$ cat src/rtl/tt_um_as_pattern_sequencer.sv
// Pattern sequencer: loads up to DEPTH bytes through uio_in and replays them on uo_out.
// Optional SEQ_CHECKSUM_EN adds an XOR checksum of loaded bytes, shown on uo_out while idle.
module tt_um_as_pattern_sequencer #(
  parameter int unsigned DEPTH       = 16,
  parameter int unsigned SYNC_STAGES = 2
) (
  input  logic       clk,
  input  logic       rst_n,
  input  logic       ena,
  input  logic [7:0] ui_in,
  output logic [7:0] uo_out,
  input  logic [7:0] uio_in,
  output logic [7:0] uio_out,
  output logic [7:0] uio_oe
);

  localparam int unsigned AW = (DEPTH > 1) ? $clog2(DEPTH) : 1;
  localparam int unsigned CW = 6;

  typedef enum logic [1:0] {
    IDLE = 2'b00,
    PLAY = 2'b01,
    DONE = 2'b10,
    BAD  = 2'b11
  } state_t;

  state_t        state;
  logic [CW-1:0] count;
  logic [AW-1:0] rptr;
  logic [3:0]    tick;
  logic [7:0]    mem [DEPTH];

  logic [7:0] sync_q [SYNC_STAGES];
  logic [1:0] edge_d1;
  logic [7:0] synced;
  logic       wr_edge, clr_edge, run, loop_en;
  logic [3:0] div;
  logic       wr_acc, clr_acc, last_word;
  logic [AW-1:0] rptr_inc;
  logic [7:0] idle_val;

  // Control synchroniser plus previous-value flops for the two edge-triggered bits
  always_ff @(posedge clk or negedge rst_n) begin
    if (!rst_n) begin
      for (int i = 0; i < SYNC_STAGES; i++) sync_q[i] <= '0;
      edge_d1 <= '0;
    end else if (ena) begin
      sync_q[0] <= ui_in;
      for (int i = 1; i < SYNC_STAGES; i++) sync_q[i] <= sync_q[i-1];
      edge_d1 <= {synced[3], synced[0]};
    end
  end

  assign synced   = sync_q[SYNC_STAGES-1];
  assign wr_edge  = synced[0] & ~edge_d1[0];
  assign clr_edge = synced[3] & ~edge_d1[1];
  assign run      = synced[1];
  assign loop_en  = synced[2];
  assign div      = synced[7:4];

  assign clr_acc   = (state == IDLE) && clr_edge;
  assign wr_acc    = (state == IDLE) && wr_edge && !clr_edge && (count < CW'(DEPTH));
  assign rptr_inc  = rptr + AW'(1);
  assign last_word = ((CW'(rptr) + CW'(1)) == count);

`ifdef SEQ_CHECKSUM_EN
  logic [7:0] csum, csum_nxt;

  always_comb begin
    csum_nxt = csum;
    if (clr_acc)     csum_nxt = '0;
    else if (wr_acc) csum_nxt = csum ^ uio_in;
  end

  always_ff @(posedge clk or negedge rst_n) begin
    if (!rst_n)   csum <= '0;
    else if (ena) csum <= csum_nxt;
  end

  assign idle_val = csum_nxt;
`else
  assign idle_val = '0;
`endif

  // Pattern memory is intentionally not reset
  always_ff @(posedge clk) begin
    if (ena && wr_acc) mem[count[AW-1:0]] <= uio_in;
  end

  always_ff @(posedge clk or negedge rst_n) begin
    if (!rst_n) begin
      state  <= IDLE;
      count  <= '0;
      rptr   <= '0;
      tick   <= '0;
      uo_out <= '0;
      uio_oe <= '0;
    end else if (ena) begin
      case (state)
        IDLE: begin
          if (clr_acc)     count <= '0;
          else if (wr_acc) count <= count + CW'(1);
          // Start decision uses the count before any same-cycle write
          if (run && (count != '0) && !clr_edge) begin
            state  <= PLAY;
            rptr   <= '0;
            tick   <= '0;
            uo_out <= mem[0];
            uio_oe <= 8'hFF;
          end else begin
            uo_out <= idle_val;
          end
        end
        PLAY: begin
          if (!run) begin
            state  <= IDLE;
            rptr   <= '0;
            uo_out <= idle_val;
            uio_oe <= 8'h00;
          end else if (tick == div) begin
            tick <= '0;
            if (last_word) begin
              if (loop_en) begin
                rptr   <= '0;
                uo_out <= mem[0];
              end else begin
                state <= DONE;
              end
            end else begin
              rptr   <= rptr_inc;
              uo_out <= mem[rptr_inc];
            end
          end else begin
            tick <= tick + 4'd1;
          end
        end
        DONE: begin
          if (!run) begin
            state  <= IDLE;
            uo_out <= idle_val;
            uio_oe <= 8'h00;
          end
        end
        default: begin
          state  <= IDLE;
          rptr   <= '0;
          uo_out <= idle_val;
          uio_oe <= 8'h00;
        end
      endcase
    end
  end

  assign uio_out = {state, count};

endmodule

$ cat config.mk
export PLATFORM = sky130hd
export DESIGN_NAME = tt_um_as_pattern_sequencer
export DESIGN_NICKNAME = d
export VERILOG_FILES = /design/src/rtl/tt_um_as_pattern_sequencer.sv
export SDC_FILE = /design/constraint.sdc
export NUM_CORES = 1
export LEC_CHECK = 0
export CAP_MARGIN = 20
export CORE_MARGIN = 2
export CORE_UTILIZATION = 49
export CTS_CLUSTER_DIAMETER = 150
export DETAILED_ROUTE_END_ITERATION = 8
export GPL_ROUTABILITY_DRIVEN = 0
export PLACE_DENSITY = 0.68
export SLEW_MARGIN = 40
export SYNTH_ARGS = -nofsm -noshare
export SYNTH_HDL_FRONTEND = slang
export SYNTH_SLANG_ARGS = --single-unit
$ cat constraint.sdc
create_clock -name clk -period 2.9 [get_ports clk]
set_input_delay 0.58 -clock clk [delete_from_list [all_inputs] [get_ports clk]]
set_output_delay 0.58 -clock clk [all_outputs]
set_load 0.1 [all_outputs]
==> metrics.md <==
| Metric | Value |
|---|---|
| First-pass GRT wire length | ~23 mm |
| Synth Warn # | 0 |
| Die H | 125.1 um |
| Pins Over Slew Limit | 0 |
| Max Clock Skew | 0.007544 ns |
| Initial antenna violation count | 0 |
| Max clock buf depth | 2 |
| CTS buffer count | 17 |
| Wire length on met3 | 850 um |
| Vias in the first global route | 4,106 |
| Pwr dens | 947.6 mW/mm^2 |
| Share of cells above drive strength 1 | between 20 and 30% |
| Final instance area | 0.008409 sq mm |
| Via density per instance | 5.891 |
| Synthesis-to-layout area growth | 17.07% |
| Dpl hpwl | 9.354 mm |
| DR top layer | met4 |
| Max frequency | 391.8 MHz |
| IO Port Bufs | 42 |
| Min-delay worst type | primary input to asynchronous set/reset pin |
| Residual DRC | 0 |
| Worst Setup Start Kind | flip-flop |
| Placed instance area | about 0.0078 sq mm |
| CTS root buf | clkbuf_16 |
| Gr usage total | between 10% and 20% |
| Worst Path Class, Setup | flip-flop to flip-flop |
| Setup_tns | 0 ns |
| Post-Synthesis Cells | between 400 and 500 |
| Clock group share of total power | 27.8% |
| PostCTS Resize Cnt | 0 |
| # Max-Cap Violations | 0 |
| Wire length per cell | approximately 21 um |
| Sequential Power Share | 37.4% |
| Avg Inst Size Synth | 17.23 sq um |
| Reg area | 0.004921 sq mm |
| Final WS setup | 0.3476 ns |
| N_diodes | 0 |
| RSZ-0062 raised after global routing | no |
| Net Sw Frac | 37.61% |
| Most common cell after layout, fill and taps aside | edfxtp_1 |
| Endpoint class of the critical path | flip-flop |
| Internal Dissipation | 4972 uW |
| Worst-Skew Late Latency | 0.43 ns |
| Depth of the most critical reg-to-reg path | 6 |
| Critical path data arrival time | 2.86 ns |
| Comb power frac | 34.8% |
| Largest net degree at the start of global routing | 44 |
| Worst EP required | 3.21 ns |
| Syn Std Cell Area | 0.007183 sq mm |
| Status | complete, no violations |
| Final Util | between 50% and 60% |
| #FFs+latches synth | approximately 170 |
| R2R setup slack | 0.35 ns |
| Ports | 43 |
| Setup violations, final | 0 |
| Die W | between 100 and 150 um |
| FP Rows | 44 |
| Postcts setup bufs | 0 |
| Multi-input gate area | about 0.0021 sq mm |
| Met2 wire length | 7.386 mm |
| Pre-CTS setup slack | roughly 0.28 ns |
| Rel. slew slack | approximately half |
| Clk pin slew, worst setup/hold paths | 0.06 ns |
| Final hold vios | 0 |
| Synth cell types | 48 |
| CP max FO | 33 |
| Period utilization | 88.01% |
| CTS tree | yes |
| Total Wirelength | 14.52 mm |
| # fillers | between 1,000 and 1,500 |
| Drt pass-1 iters | 5 |
| Wl on met1 | 6.135 mm |
| Post-route minimum period | 2.552 ns |
| Tot Pwr | 7969 uW |
| Mapped Nets | 445 |
| Cts-stage hold buffer count | 0 |
| CTS sink count | 171 |
| Leakage | 0.002990 uW |
| Starting Density | 49.80% |
| Final net count | 509 |
| Worst-Margin Slew | 0.7268 ns |
| Vias | 3,994 |
| Total gr overflow | 0 |
| H-tree levels | 4 |
| DRT antenna net count | 0 |
| 1st-iter DRT viols | 311 |
| Sw power | ~3000 uW |
| Max VDD drop | 615.1 uV |
| Sequential share of the synthesized area | 68.49% |
| CORE AREA | 0.01442 sq mm |
| Leading cell types in the layout, fill and taps excluded | 128 x edfxtp_1, 52 x buf_4, 42 x dfrtp_1, 27 x nor2_1, 27 x mux4_2 |
| Die area | about 0.016 sq mm |
==> critical path: stages, from the launching register on <==
cell and delay, ns:
dfrtp_1 0.40, ha_1 0.33, buf_4 0.46, mux4_1 0.62, a22oi_1 0.19, a21boi_0 0.13
a221o_1 0.29
==> power groups by stage <==
stage	logic (uW)	clock network, uW	registers [uW]
6_report	2770	2210	2980
5_1_grt	2920	2360	3010
3_5_place_dp	2790	0	3040
3_3_place_gp	2760	0	3030
2_1_floorplan	1600	0	3670
4_1_cts	2790	2260	2990
==> final cells by class <==
| class | count | area share, % |
|---|---|---|
| clock buffer | 19 | 5.148 |
| clock inverter | 13 | 1.696 |
| inverter | 10 | 0.4464 |
| multi-input combinational | 212 | 24.79 |
| sequential | 171 | 58.52 |
| tap | 184 | 2.738 |
| timing repair buffer | 69 | 6.666 |
==> sequential cells by signal (all words and copies together), names as in the netlist <==
name     count
tick         4
count        6
uo_out       8
state        2
uio_oe       1
mem        128
synced       8
edge_d1      2
rptr         4
sync_q       8
==> metal layers <==
metal / vias to the layer above / track usage (%)
li1: 1771 / -
met1: 2058 / 26.32
met2: 153 / 31.62
met3: 12 / 5.392
met4: 0 / 6.275
met5: - / 0
==> through the flow <==
step           hold WS, ns  instances
6_report            0.1380        678
2_1_floorplan       0.2844        417
4_1_cts             0.1435        678
3_5_place_dp        0.4916        646
3_3_place_gp        0.4818        646
5_1_grt             0.1686        678
==> synth_stat cells, drive strengths merged <==
library cell	n	area, sq um
o21bai	1	7.510
mux2i	1	10.01
or3b	1	8.760
edfxtp	128	3844
and4b	1	10.01
buf	18	117.6
clkbuf	6	23.77
a211o	1	17.52
mux4	32	739.5
inv	10	37.54
nand2	19	71.32
or4b	1	10.01
o2111ai	1	26.28
a21oi	5	25.02
a21o	1	7.510
o22a	2	17.52
nor2b	1	6.260
mux2	20	225.2
and2	2	12.51
nor2	27	101.4
xnor2	9	78.83
nor3b	5	42.54
a221oi	2	23.77
o211ai	4	30.03
nand3	3	15.01
and3	1	6.260
or2	1	6.260
dfrtp	43	1076
o31ai	1	21.27
a221o	8	80.08
o22ai	1	6.260
ha	9	112.6
a21boi	9	67.56
xor2	6	52.55
a41oi	1	8.760
o21ai	8	40.03
nand4	4	25.02
a22oi	17	127.6
or3	1	6.260
nand2b	6	37.54
==> cells by family (layout without fill, tap and decap cells) <==
| kind of cell | count (synthesis) | count (layout) | synth area share, % |
|---|---|---|---|
| flops | 171 | 171 | 68.49 |
| fa+ha+maj | 9 | 9 | 1.568 |
| compound gates | 62 | 62 | 7.055 |
| mux | 53 | 53 | 13.57 |
| xor+xnor | 15 | 15 | 1.829 |
| buf+inv | 34 | 111 | 2.491 |
| simple gates | 73 | 73 | 4.999 |
==> path summary, 6_finish.rpt <==
path                                         from                endpoint
setup / recovery              rptr[1]$_DFFE_PN0P_   uo_out[0]$_DFFE_PN0P_
hold / removal                              rst_n    count[1]$_DFFE_PN0P_
setup reg to reg              rptr[1]$_DFFE_PN0P_   uo_out[0]$_DFFE_PN0P_
hold reg to reg            edge_d1[0]$_DFFE_PN0P_  edge_d1[0]$_DFFE_PN0P_
max in group asynchronous                   rst_n     rptr[0]$_DFFE_PN0P_
min in group clk           edge_d1[0]$_DFFE_PN0P_  edge_d1[0]$_DFFE_PN0P_
(Power assumes the default switching activity.)
